### src/rtl/mmio_counter_bank.sv
// Memory-mapped event-counter bank sitting between the CPU data port and L1.
// Accesses in the BASE_HI window hit local registers with a registered one-cycle response.
module mmio_counter_bank #(
    parameter int         NUM_CNT   = 8,
    parameter int         CNT_WIDTH = 16,
    parameter logic [7:0] BASE_HI   = 8'hFF,
    parameter bit         SATURATE  = 1'b0
) (
    input  logic               clk,
    input  logic               rst_n,
    input  logic               dmem_read,
    input  logic               dmem_write,
    input  logic [15:0]        dmem_address,
    input  logic [15:0]        dmem_wdata,
    output logic               dmem_resp,
    output logic [15:0]        dmem_rdata,
    input  logic               l1_mem_resp,
    input  logic [15:0]        l1_mem_rdata,
    output logic               l1_mem_read,
    output logic               l1_mem_write,
    output logic [15:0]        l1_mem_address,
    output logic [15:0]        l1_mem_wdata,
    input  logic [NUM_CNT-1:0] cnt_event,
    output logic [NUM_CNT-1:0] cnt_overflow
);

    typedef enum logic {IDLE, RESP} state_t;

    localparam logic [6:0]           IDX_STATUS = 7'h7E;
    localparam logic [6:0]           IDX_CTRL   = 7'h7F;
    localparam logic [CNT_WIDTH-1:0] CNT_MAX    = '1;

    state_t               state_q, state_d;
    logic                 resp_q, resp_d;
    logic [15:0]          rdata_q, rdata_d;
    logic [CNT_WIDTH-1:0] cnt_q [NUM_CNT];
    logic [CNT_WIDTH-1:0] cnt_d [NUM_CNT];
    logic [NUM_CNT-1:0]   ovf_q, ovf_d;
    logic                 enable_q, enable_d;

    logic                 sel;
    logic                 access;
    logic                 wr_en;
    logic                 clear_all;
    logic [6:0]           idx;
    logic [15:0]          reg_rdata;
    logic [NUM_CNT-1:0]   ovf_set;

    assign sel       = (dmem_address[15:8] == BASE_HI);
    assign idx       = dmem_address[7:1];
    assign access    = sel && (dmem_read || dmem_write) && (state_q == IDLE);
    assign wr_en     = access && dmem_write;
    assign clear_all = wr_en && (idx == IDX_CTRL) && dmem_wdata[1];

    // L1 sees the CPU request unchanged except that MMIO-window accesses are suppressed.
    assign l1_mem_read    = sel ? 1'b0 : dmem_read;
    assign l1_mem_write   = sel ? 1'b0 : dmem_write;
    assign l1_mem_address = dmem_address;
    assign l1_mem_wdata   = dmem_wdata;
    assign dmem_resp      = sel ? resp_q  : l1_mem_resp;
    assign dmem_rdata     = sel ? rdata_q : l1_mem_rdata;
    assign cnt_overflow   = ovf_q;

    // NOTE: every always_comb output gets a default first so no path leaves it unassigned (no latch).
    always_comb begin
        reg_rdata = '0;
        if (idx == IDX_STATUS) begin
            reg_rdata = 16'(ovf_q);
        end else if (idx == IDX_CTRL) begin
            reg_rdata = {15'd0, enable_q};
        end else begin
            for (int i = 0; i < NUM_CNT; i++) begin
                if (idx == 7'(i)) reg_rdata = 16'(cnt_q[i]);
            end
        end
    end

    always_comb begin
        state_d = state_q;
        case (state_q)
            IDLE:    if (access) state_d = RESP;
            RESP:    state_d = IDLE;
            default: state_d = IDLE;
        endcase
        resp_d  = (state_d == RESP);
        rdata_d = access ? reg_rdata : rdata_q;
    end

    // Precedence: clear-all, then CPU counter write, then event increment; overflow set beats W1C.
    always_comb begin
        ovf_set  = '0;
        ovf_d    = ovf_q;
        enable_d = enable_q;
        for (int i = 0; i < NUM_CNT; i++) cnt_d[i] = cnt_q[i];

        if (clear_all) begin
            for (int i = 0; i < NUM_CNT; i++) cnt_d[i] = '0;
            ovf_d    = '0;
            enable_d = dmem_wdata[0];
        end else begin
            for (int i = 0; i < NUM_CNT; i++) begin
                if (wr_en && (idx == 7'(i))) begin
                    cnt_d[i] = dmem_wdata[CNT_WIDTH-1:0];
                end else if (enable_q && cnt_event[i]) begin
                    if (cnt_q[i] == CNT_MAX) begin
                        ovf_set[i] = 1'b1;
                        cnt_d[i]   = SATURATE ? CNT_MAX : '0;
                    end else begin
                        cnt_d[i] = cnt_q[i] + CNT_WIDTH'(1);
                    end
                end
            end
            if (wr_en && (idx == IDX_STATUS)) ovf_d = ovf_q & ~dmem_wdata[NUM_CNT-1:0];
            ovf_d = ovf_d | ovf_set;
            if (wr_en && (idx == IDX_CTRL)) enable_d = dmem_wdata[0];
        end
    end

    // NOTE: state updates use <= so every flop samples pre-edge values regardless of block order.
    always_ff @(posedge clk or negedge rst_n) begin
        if (!rst_n) begin
            state_q  <= IDLE;
            resp_q   <= 1'b0;
            rdata_q  <= '0;
            ovf_q    <= '0;
            enable_q <= 1'b1;
            // NOTE: the counter array is plain flops, not a RAM, so every entry is reset.
            for (int i = 0; i < NUM_CNT; i++) cnt_q[i] <= '0;
        end else begin
            state_q  <= state_d;
            resp_q   <= resp_d;
            rdata_q  <= rdata_d;
            ovf_q    <= ovf_d;
            enable_q <= enable_d;
            for (int i = 0; i < NUM_CNT; i++) cnt_q[i] <= cnt_d[i];
        end
    end

endmodule
### config.mk
export PLATFORM = sky130hd
export DESIGN_NAME = mmio_counter_bank
export DESIGN_NICKNAME = d
export VERILOG_FILES = /design/src/rtl/mmio_counter_bank.sv
export SDC_FILE = /design/constraint.sdc
export NUM_CORES = 1
export LEC_CHECK = 0
export BUFFER_PORTS_ARGS = -buffer_cell sky130_fd_sc_hd__buf_4
export CAP_MARGIN = 20
export CORE_AREA = 2 2 105 208
export CTS_CLUSTER_SIZE = 20
export DETAILED_ROUTE_END_ITERATION = 10
export DIE_AREA = 0 0 107 210
export HOLD_SLACK_MARGIN = 0.02
export PLACE_DENSITY = 0.74
export SETUP_SLACK_MARGIN = 0.2
export SLEW_MARGIN = 30
export SYNTH_ARGS = -nofsm -noshare
export SYNTH_HDL_FRONTEND = slang
export SYNTH_SLANG_ARGS = --single-unit
### constraint.sdc
create_clock -name clk -period 4.9 [get_ports clk]
set_clock_uncertainty 0.1 [all_clocks]
set_input_delay 0.49 -clock clk [delete_from_list [all_inputs] [get_ports clk]]
set_output_delay 0.49 -clock clk [all_outputs]
set_load 0.005 [all_outputs]
==> results of run 1 <==
-- how the worst max path moves through the flow --
stage	from	end	slack, ns	cells after the start
floorplan	dmem_address[11]	dmem_rdata[10]	2.41	4
finish	dmem_address[1]	cnt_q[85]	1.84	7
global route	dmem_address[1]	cnt_q[89]	1.73	7
global placement	dmem_address[1]	cnt_q[85]	1.58	7
detailed placement	dmem_address[1]	cnt_q[85]	1.51	7
CTS	dmem_address[1]	cnt_q[85]	1.98	7
-- through the flow --
stage / setup slack (ns) / util [%] / std cells / hold WS, ns
floorplan: 2.41 / - / 1387 / 0.0944
global placement: 1.58 / 57.4 / 1670 / 0.357
detailed placement: 1.51 / 57.5 / 1670 / 0.367
CTS: 1.98 / 60.3 / 1702 / 0.0705
global route: 1.73 / 60.4 / 1702 / 0.0744
finish: 1.84 / 60.4 / 1703 / -0.0269
-- kinds of logic after synthesis --
family,after synthesis,synth area share [%]
xor gates and xnor gates,52,4.02
adders and majority gates,8,0.885
muxes,53,5.73
AOI/OAI and AO/OA,401,22.7
DFF,154,34.1
and+or+nand+nor,572,26.0
buffers and inverters,147,6.61
-- worst max-delay path, stage by stage --
cell,delay (ns)
buf_4,0.47
inv_1,0.49
nor4_2,0.37
buf_4,0.20
nand2_1,0.58
nand2_2,0.46
o22ai_1,0.15
-- Yosys cell counts, types with 11 or more instances --
master,instances
nor2_1,136
dfrtp_1,153
a211oi_1,44
inv_1,32
a21oi_1,86
o211ai_1,23
mux2i_1,22
xnor2_1,28
buf_4,37
xor2_1,24
clkbuf_1,45
nor3_1,74
and3_1,16
nand4_1,40
nand2_1,122
a31oi_1,22
and2_1,17
buf_2,22
o21ai_0,109
a22oi_1,17
nor4_1,34
nand3_1,61
mux2_2,24
or4_1,13
o22ai_1,15
o21a_1,11
-- cell usage in the layout, fill, tap and decap left out, types with 22 or more instances in the layout --
master	count
a211oi_1	44
a21oi_1	86
a31oi_1	22
buf_4	128
dfrtp_1	153
inv_1	32
mux2_2	24
mux2i_1	22
nand2_1	121
nand3_1	61
nand4_1	40
nor2_1	135
nor3_1	72
nor4_1	33
o211ai_1	23
o21ai_0	109
xnor2_1	28
xor2_1	24
-- state kept, by name, summed over array words and instances (netlist names) --
name and flops:
cnt_q 128, resp_q 1, cnt_overflow 8, rdata_q 16, enable_q 1
-- final cells by class --
cell class	instances	area, sq um
repair buffers	129	975
clock inverters	6	85.1
fillers	1935	8290
inverters	32	120
well taps	269	337
flip-flops and latches	154	3850
multi-input cells	1086	6750
diodes	1	2.50
clock buffers	26	509
-- power by group --
part           leakage (nW)  internal (mW)  switching [mW]
sequential             1.98           1.28         0.00559
clock                 0.287          0.816           0.554
combinational          2.71         0.0856           0.148
total                  4.97           2.18           0.708
-- per-layer routing --
| layer | global-route usage [%] | part of all wire, % |
|---|---|---|
| met5 | 0 | 0 |
| met4 | 36.2 | 11 |
| met2 | 67.3 | 49 |
| met1 | 42.6 | 32 |
| met3 | 7.02 | 8.3 |
==> flow_summary.yaml, run 1 <==
pwr:
  power_density_nw_per_um2: 228
  p_leak_nw: 4.97
  p_total_mw: 2.89
  peakVddDrop_uv: 181
setup_path:
  crit_required_ns: 5.10
  r2r_end: "cnt_q[42]"
  ff2ff_path_depth: 5
  cp.arrival_ns: 3.25
  r2r_slack_ns: 1.91
  critPathKind: "input pin to flop"
  regToRegStartpoint: "enable_q"
  cp_max_fo: 51
  end_kind: "flop"
  startpoint_type: "input pin"
timing:
  final.setup.tns_ns: 0
  setup_violations: 0
  slew_violations: 0
  hold_viol: 12
  fmax_mhz: 327
  period_share_pct: 62.4
  rsz0062_at_grt: "no"
  min_period_ns: 3.06
  slew_headroom_pct: 34.5
  worst_slew_pin_slew_ns: 0.976
  worst_hold_slack_ns: -0.0269
logic_synthesis:
  synth_edf_count: 0
  syn_nets: 1456
  yosys.area.top_type: "dfrtp_1"
  syn_inst: 1387
  yosys.area.top_type_share_pct: 33.8
  synth_area_sq_um: 11300
  yosys.cell_types.count: 73
  avgSynthCellArea_sq_um: 8.16
  ys_ff_latch: 154
  synthArstFlopShare_pct: 100
  yosys_warnings: 0
  synth.yosys.seq_area_share_pct: 34.1
  synthTopCellsByArea: "dfrtp_1, o21ai_0, nor2_1, nand2_1, a21oi_1"
  ys.flop_type: "dfrtp_1"
global_routing:
  grt_first_pass_wirelength_microns: 67300
  track_usage_pct: 40.3
  overflow: 0
  grt_pass1_vias: 11500
  antenna_found_initial: 0
  grt_max_degree: 93
cts:
  cts_resized: 0
  cts_setup_buffers: 0
  clock_tree.buffer_depth: 2
  cts.sinks: 154
  root_buffer: "clkbuf_16"
  holdBufCountCts: 0
  htree_levels: 4
  clock_latency_ns: 0.46
  clkSlewWorstSetupHoldPaths_ns: 0.06
  cts_tree: "yes"
  numCtsBuffers: 17
route:
  post_drt_wl_per_cell_microns: 26.2
  dr.pass1.iters: 6
  routed_wl_microns: 44600
  vias: 12000
  drtIter0Drc: 1266
  drc: 0
  viasPerCell: 7.02
  ant_nets: 0
floorplan:
  start_util_pct: 54.1
  dieWidth_microns: 107
  row_count: 75
  coreArea_sq_um: 20900
  io_pins: 120
  fp.dieH_microns: 210
  die_area_sq_um: 22500
run:
  maxCapViolCount: 0
run_status:
  status: "finished, violations left"
  violations: "negative hold slack"
layout:
  final_nets: 1489
  design_area_sq_um: 12600
  syn_to_final_growth_pct: 11.7
  drive_gt1_share_pct: 15.6
placement:
  detailed_place_hpwl_microns: 32300
  numPortBuffers: 117
  gp_congestion: 0.995
  placed_area_sq_um: 12000
worst_hold_path:
  hold_class: "input pin to asynchronous set/reset pin"
Power figures use the tool's default switching activity.
==> run 2: changes to the inputs <==
--- a/config.mk
+++ b/config.mk
@@ -12,7 +12,7 @@
 export DETAILED_ROUTE_END_ITERATION = 10
 export DIE_AREA = 0 0 107 210
 export HOLD_SLACK_MARGIN = 0.02
-export PLACE_DENSITY = 0.74
+export PLACE_DENSITY = 0.77
 export SETUP_SLACK_MARGIN = 0.2
 export SLEW_MARGIN = 30
 export SYNTH_ARGS = -nofsm -noshare
==> constraint.sdc (replaced) <==
create_clock -name clk -period 2.8 [get_ports clk]
set_clock_uncertainty 0.1 [all_clocks]
set_input_delay 0.28 -clock clk [delete_from_list [all_inputs] [get_ports clk]]
set_output_delay 0.28 -clock clk [all_outputs]
set_load 0.005 [all_outputs]
==> flow_summary.yaml, run 2 (synthesis results as in run 1) <==
placement:
  pre_cts_ws_ns: 0.185
  numPortBuffers: 117
  detailed_place_hpwl_microns: 33500
  gp_congestion: 1.05
  dp_cells: 1717
route:
  drtIter0Drc: 1245
  ant_nets: 0
  routed_wl_microns: 46100
  viasPerCell: 7.06
  dr.pass1.iters: 6
  post_drt_wl_per_cell_microns: 26.3
  vias: 12400
  drc: 0
floorplan:
  fp.dieH_microns: 210
  io_pins: 120
  dieWidth_microns: 107
  row_count: 75
  die_area_sq_um: 22500
  coreArea_sq_um: 20900
  start_util_pct: 54.1
worst_hold_path:
  whs_endpoint: "cnt_q[67]"
  hold_path_depth: 3
  hp-start: "dmem_wdata[3]"
  hold_class: "input pin to flop"
setup_path:
  regToRegStartpoint: "cnt_q[51]"
  r2r_slack_ns: 0.39
  crit_required_ns: 3.02
  startpoint_type: "flop"
  cp.arrival_ns: 2.63
  end_kind: "flop"
  critPathKind: "flop to flop"
  cp_cell_sequence: "nand4_1 -> nor3_1 -> buf_4 -> a221oi_1 -> a2111oi_0 -> nor2_1"
  ff2ff_path_depth: 6
  crit_path_max_incr_delay_ns: 0.59
  cp_max_fo: 7
  slowest_stage: "a2111oi_0"
  r2r_end: "cnt_q[57]"
layout:
  fin_util_pct: 62.4
  finalNonFillerCells: 1752
  regMostFlops: "cnt_q"
  final_common_cell: "buf_4"
  drive_gt1_share_pct: 18.4
  most-common-layout-cells: "buf_4, dfrtp_1, nor2_1"
  final_nets: 1537
  largest_reg_flops: 128
  syn_to_final_growth_pct: 15.5
cts:
  cts_tree: "yes"
  cts_resized: 0
  clkSlewWorstSetupHoldPaths_ns: 0.06
  cts.sinks: 154
  htree_levels: 4
  root_buffer: "clkbuf_16"
  clock_tree.buffer_depth: 2
  clock_latency_ns: 0.46
  numCtsBuffers: 17
  holdBufCountCts: 1
  cts_setup_buffers: 0
run:
  maxCapViolCount: 0
global_routing:
  use_met1_pct: 44.1
  grt_max_degree: 58
  antenna_found_initial: 1
  grt_first_pass_wirelength_microns: 70800
  grt.busiest_layer: "met2"
  track_usage_pct: 42.2
  grt_pass1_vias: 12200
  use_met2_pct: 69.6
  overflow: 0
  met3_usage_pct: 8.47
timing:
  fmax_mhz: 416
  worst_slew_pin_slew_ns: 0.684
  hold_viol: 0
  slew_violations: 0
  slew_headroom_pct: 54.1
  fin_ws_ns: 0.394
  period_share_pct: 85.9
  final.setup.tns_ns: 0
  rsz0062_at_grt: "no"
  setup_violations: 0
  min_period_ns: 2.41
pwr:
  p_leak_nw: 5.23
  power_density_nw_per_um2: 406
  peakVddDrop_uv: 296
  p_total_mw: 5.30
run_status:
  status: "complete, no violations"
## run 2: critical path, delay by kind of cell (launching register included)
family                 cells  cell delay (ns)
flip-flops                 1             0.47
buffers and inverters      1             0.21
AO/OA/AOI/OAI              2             0.67
AND/OR/NAND/NOR            3             0.83
## run 2: where the power goes
part	switching [mW]	internal (mW)
Sequential	0.00865	2.23
Combinational	0.270	0.162
Clock	1.02	1.61
Total	1.30	4.00
## run 2: worst max-delay path by stage
stage	from	endpoint	cells after the start
after floorplan	enable_q	cnt_q[127]	6
after global placement	dmem_address[4]	cnt_q[108]	6
after detailed placement	dmem_address[4]	cnt_q[109]	5
after CTS	cnt_q[51]	cnt_q[57]	6
after global routing	cnt_q[51]	cnt_q[57]	6
final	cnt_q[51]	cnt_q[57]	6
## run 2: cell type report
| cell class | instances | area (sq um) |
|---|---|---|
| Tap cell | 269 | 337 |
| Clock inverter | 14 | 219 |
| Antenna cell | 2 | 5.00 |
| Clock buffer | 18 | 439 |
| Sequential cell | 154 | 3850 |
| Fill cell | 1841 | 7860 |
| Multi-Input combinational cell | 1086 | 6730 |
| Inverter | 32 | 120 |
| Timing Repair Buffer | 177 | 1360 |
## run 2: metal layers
metal / wire [microns] / vias up
li1: - / 5336
met5: 0 / -
met1: 14100 / 5799
met2: 22300 / 908
met4: 5190 / 0
met3: 4490 / 324
## run 2: through the flow
| stage | hold slack (ns) | area, sq um |
|---|---|---|
| finish | 0.0663 | 13100 |
| detailed placement | 0.167 | 12400 |
| floorplan | -0.116 | 11300 |
| global route | 0.0795 | 13100 |
| global placement | 0.167 | 12400 |
| CTS | 0.0604 | 13100 |
==> run 3: changes to the inputs <==
--- a/config.mk
+++ b/config.mk
@@ -7,12 +7,12 @@
 export LEC_CHECK = 0
 export BUFFER_PORTS_ARGS = -buffer_cell sky130_fd_sc_hd__buf_4
 export CAP_MARGIN = 20
-export CORE_AREA = 2 2 105 208
+export CORE_AREA = 5 5 108 211
 export CTS_CLUSTER_SIZE = 20
 export DETAILED_ROUTE_END_ITERATION = 10
-export DIE_AREA = 0 0 107 210
+export DIE_AREA = 0 0 113 216
 export HOLD_SLACK_MARGIN = 0.02
-export PLACE_DENSITY = 0.77
+export PLACE_DENSITY = 0.83
 export SETUP_SLACK_MARGIN = 0.2
 export SLEW_MARGIN = 30
 export SYNTH_ARGS = -nofsm -noshare
==> flow_summary.yaml, run 3 (synthesis results as in run 1) <==
floorplan:
  row_count: 75
  start_util_pct: 54.1
  die_area_sq_um: 24400
  dieWidth_microns: 113
  coreArea_sq_um: 20900
  io_pins: 120
  fp.dieH_microns: 216
cts:
  numCtsBuffers: 17
  clkSlewWorstSetupHoldPaths_ns: 0.06
  cts_setup_buffers: 0
  cts.sinks: 154
  cts_tree: "yes"
  clock_latency_ns: 0.46
  clock_tree.buffer_depth: 2
  root_buffer: "clkbuf_16"
  cts_resized: 0
  htree_levels: 4
  holdBufCountCts: 1
pwr:
  peakVddDrop_uv: 301
  power_density_nw_per_um2: 381
  p_total_mw: 4.95
  p_leak_nw: 5.19
global_routing:
  overflow: 0
  grt_max_degree: 56
  grt_first_pass_wirelength_microns: 71400
  grt_pass1_vias: 12300
  antenna_found_initial: 0
  track_usage_pct: 38.4
timing:
  min_period_ns: 2.35
  hold_viol: 0
  period_share_pct: 83.8
  final.setup.tns_ns: 0
  setup_violations: 0
  worst_slew_pin_slew_ns: 1.00
  slew_violations: 0
  rsz0062_at_grt: "no"
  fmax_mhz: 426
  slew_headroom_pct: 32.5
setup_path:
  regToRegStartpoint: "enable_q"
  critPathKind: "flop to flop"
  startpoint: "enable_q"
  ff2ff_path_depth: 6
  cp_max_fo: 15
  cp.arrival_ns: 2.62
  end_kind: "flop"
  crit_required_ns: 3.07
  startpoint_type: "flop"
run:
  maxCapViolCount: 0
placement:
  gp_congestion: 1.07
  detailed_place_hpwl_microns: 33600
  placed_area_sq_um: 12400
  numPortBuffers: 117
worst_hold_path:
  hold_path_depth: 3
  hp-start: "dmem_wdata[3]"
  hold_class: "input pin to flop"
layout:
  drive_gt1_share_pct: 18.2
  design_area_sq_um: 13000
  num-fill-cells: 1814
  regMostFlops: "cnt_q"
  most-common-layout-cells: "buf_4, dfrtp_1, nor2_1"
  final_nets: 1536
  largest_reg_flops: 128
  n_antenna_cell: 0
  final_common_cell: "buf_4"
  syn_to_final_growth_pct: 14.8
route:
  drc: 0
  viasPerCell: 7.03
  vias: 12300
  post_drt_wl_per_cell_microns: 26.6
  ant_nets: 0
  drtIter0Drc: 1415
  routed_wl_microns: 46400
  dr.pass1.iters: 6
run_status:
  status: "complete, no violations"
## run 3: cell count changes in the layout (fill, tap and decap cells not counted), sizes merged
cell      delta
diode        -2
inv          -2
buf          -1
clkbuf       +3
clkinvlp     +3
bufinv       -4
## run 3: final cells by class
class	instances	area (sq um)	share of cell area, %
flip-flops and latches	154	3850	29.7
inverters	32	120	0.925
repair buffers	176	1380	10.6
multi-input cells	1086	6730	51.8
clock inverters	11	96.3	0.742
clock buffers	21	470	3.62
well taps	269	337	2.59
## run 3: final timing paths
check / to / slack (ns)
setup / recovery: cnt_q[110] / 0.45
setup reg to reg: cnt_q[110] / 0.45
min in group asynchronous: cnt_q[86] / 0.23
hold / removal: cnt_q[67] / 0.05
hold reg to reg: rdata_q[12] / 0.38
max in group asynchronous: enable_q / 1.62
## run 3: critical path: stages (launching register included)
cell	delay (ns)
dfstp_2	0.79
buf_4	0.29
nand3_1	0.26
nor4_1	0.40
xnor2_1	0.18
nor2_1	0.05
nor3_1	0.18
## run 3: through the flow
stage | worst slack [ns] | utilization (%) | hold WS (ns) | instances
after floorplan | 0.618 | - | -0.116 | 1387
after global placement | 0.254 | 59.3 | 0.165 | 1716
after detailed placement | 0.228 | 59.3 | 0.172 | 1716
after CTS | 0.489 | 62.1 | 0.0414 | 1749
after global routing | 0.326 | 62.1 | 0.0539 | 1749
final | 0.453 | 62.1 | 0.0529 | 1749
## run 3: per-layer routing
| metal | up-vias | part of all wire (%) | global-route usage [%] |
|---|---|---|---|
| li1 | 5336 | - | - |
| met1 | 5771 | 31 | 39.6 |
| met2 | 854 | 48 | 63.0 |
| met3 | 342 | 9.7 | 10.1 |
| met4 | 0 | 11 | 34.1 |
| met5 | - | 0 | 0 |
## run 3: power breakdown
part           switching, mW  leakage [nW]  total, mW  internal (mW)
Combinational          0.267          2.94      0.429          0.162
Sequential           0.00902          1.98       2.24           2.23
Clock                  0.991         0.267       2.28           1.28
Total                   1.27          5.19       4.95           3.68
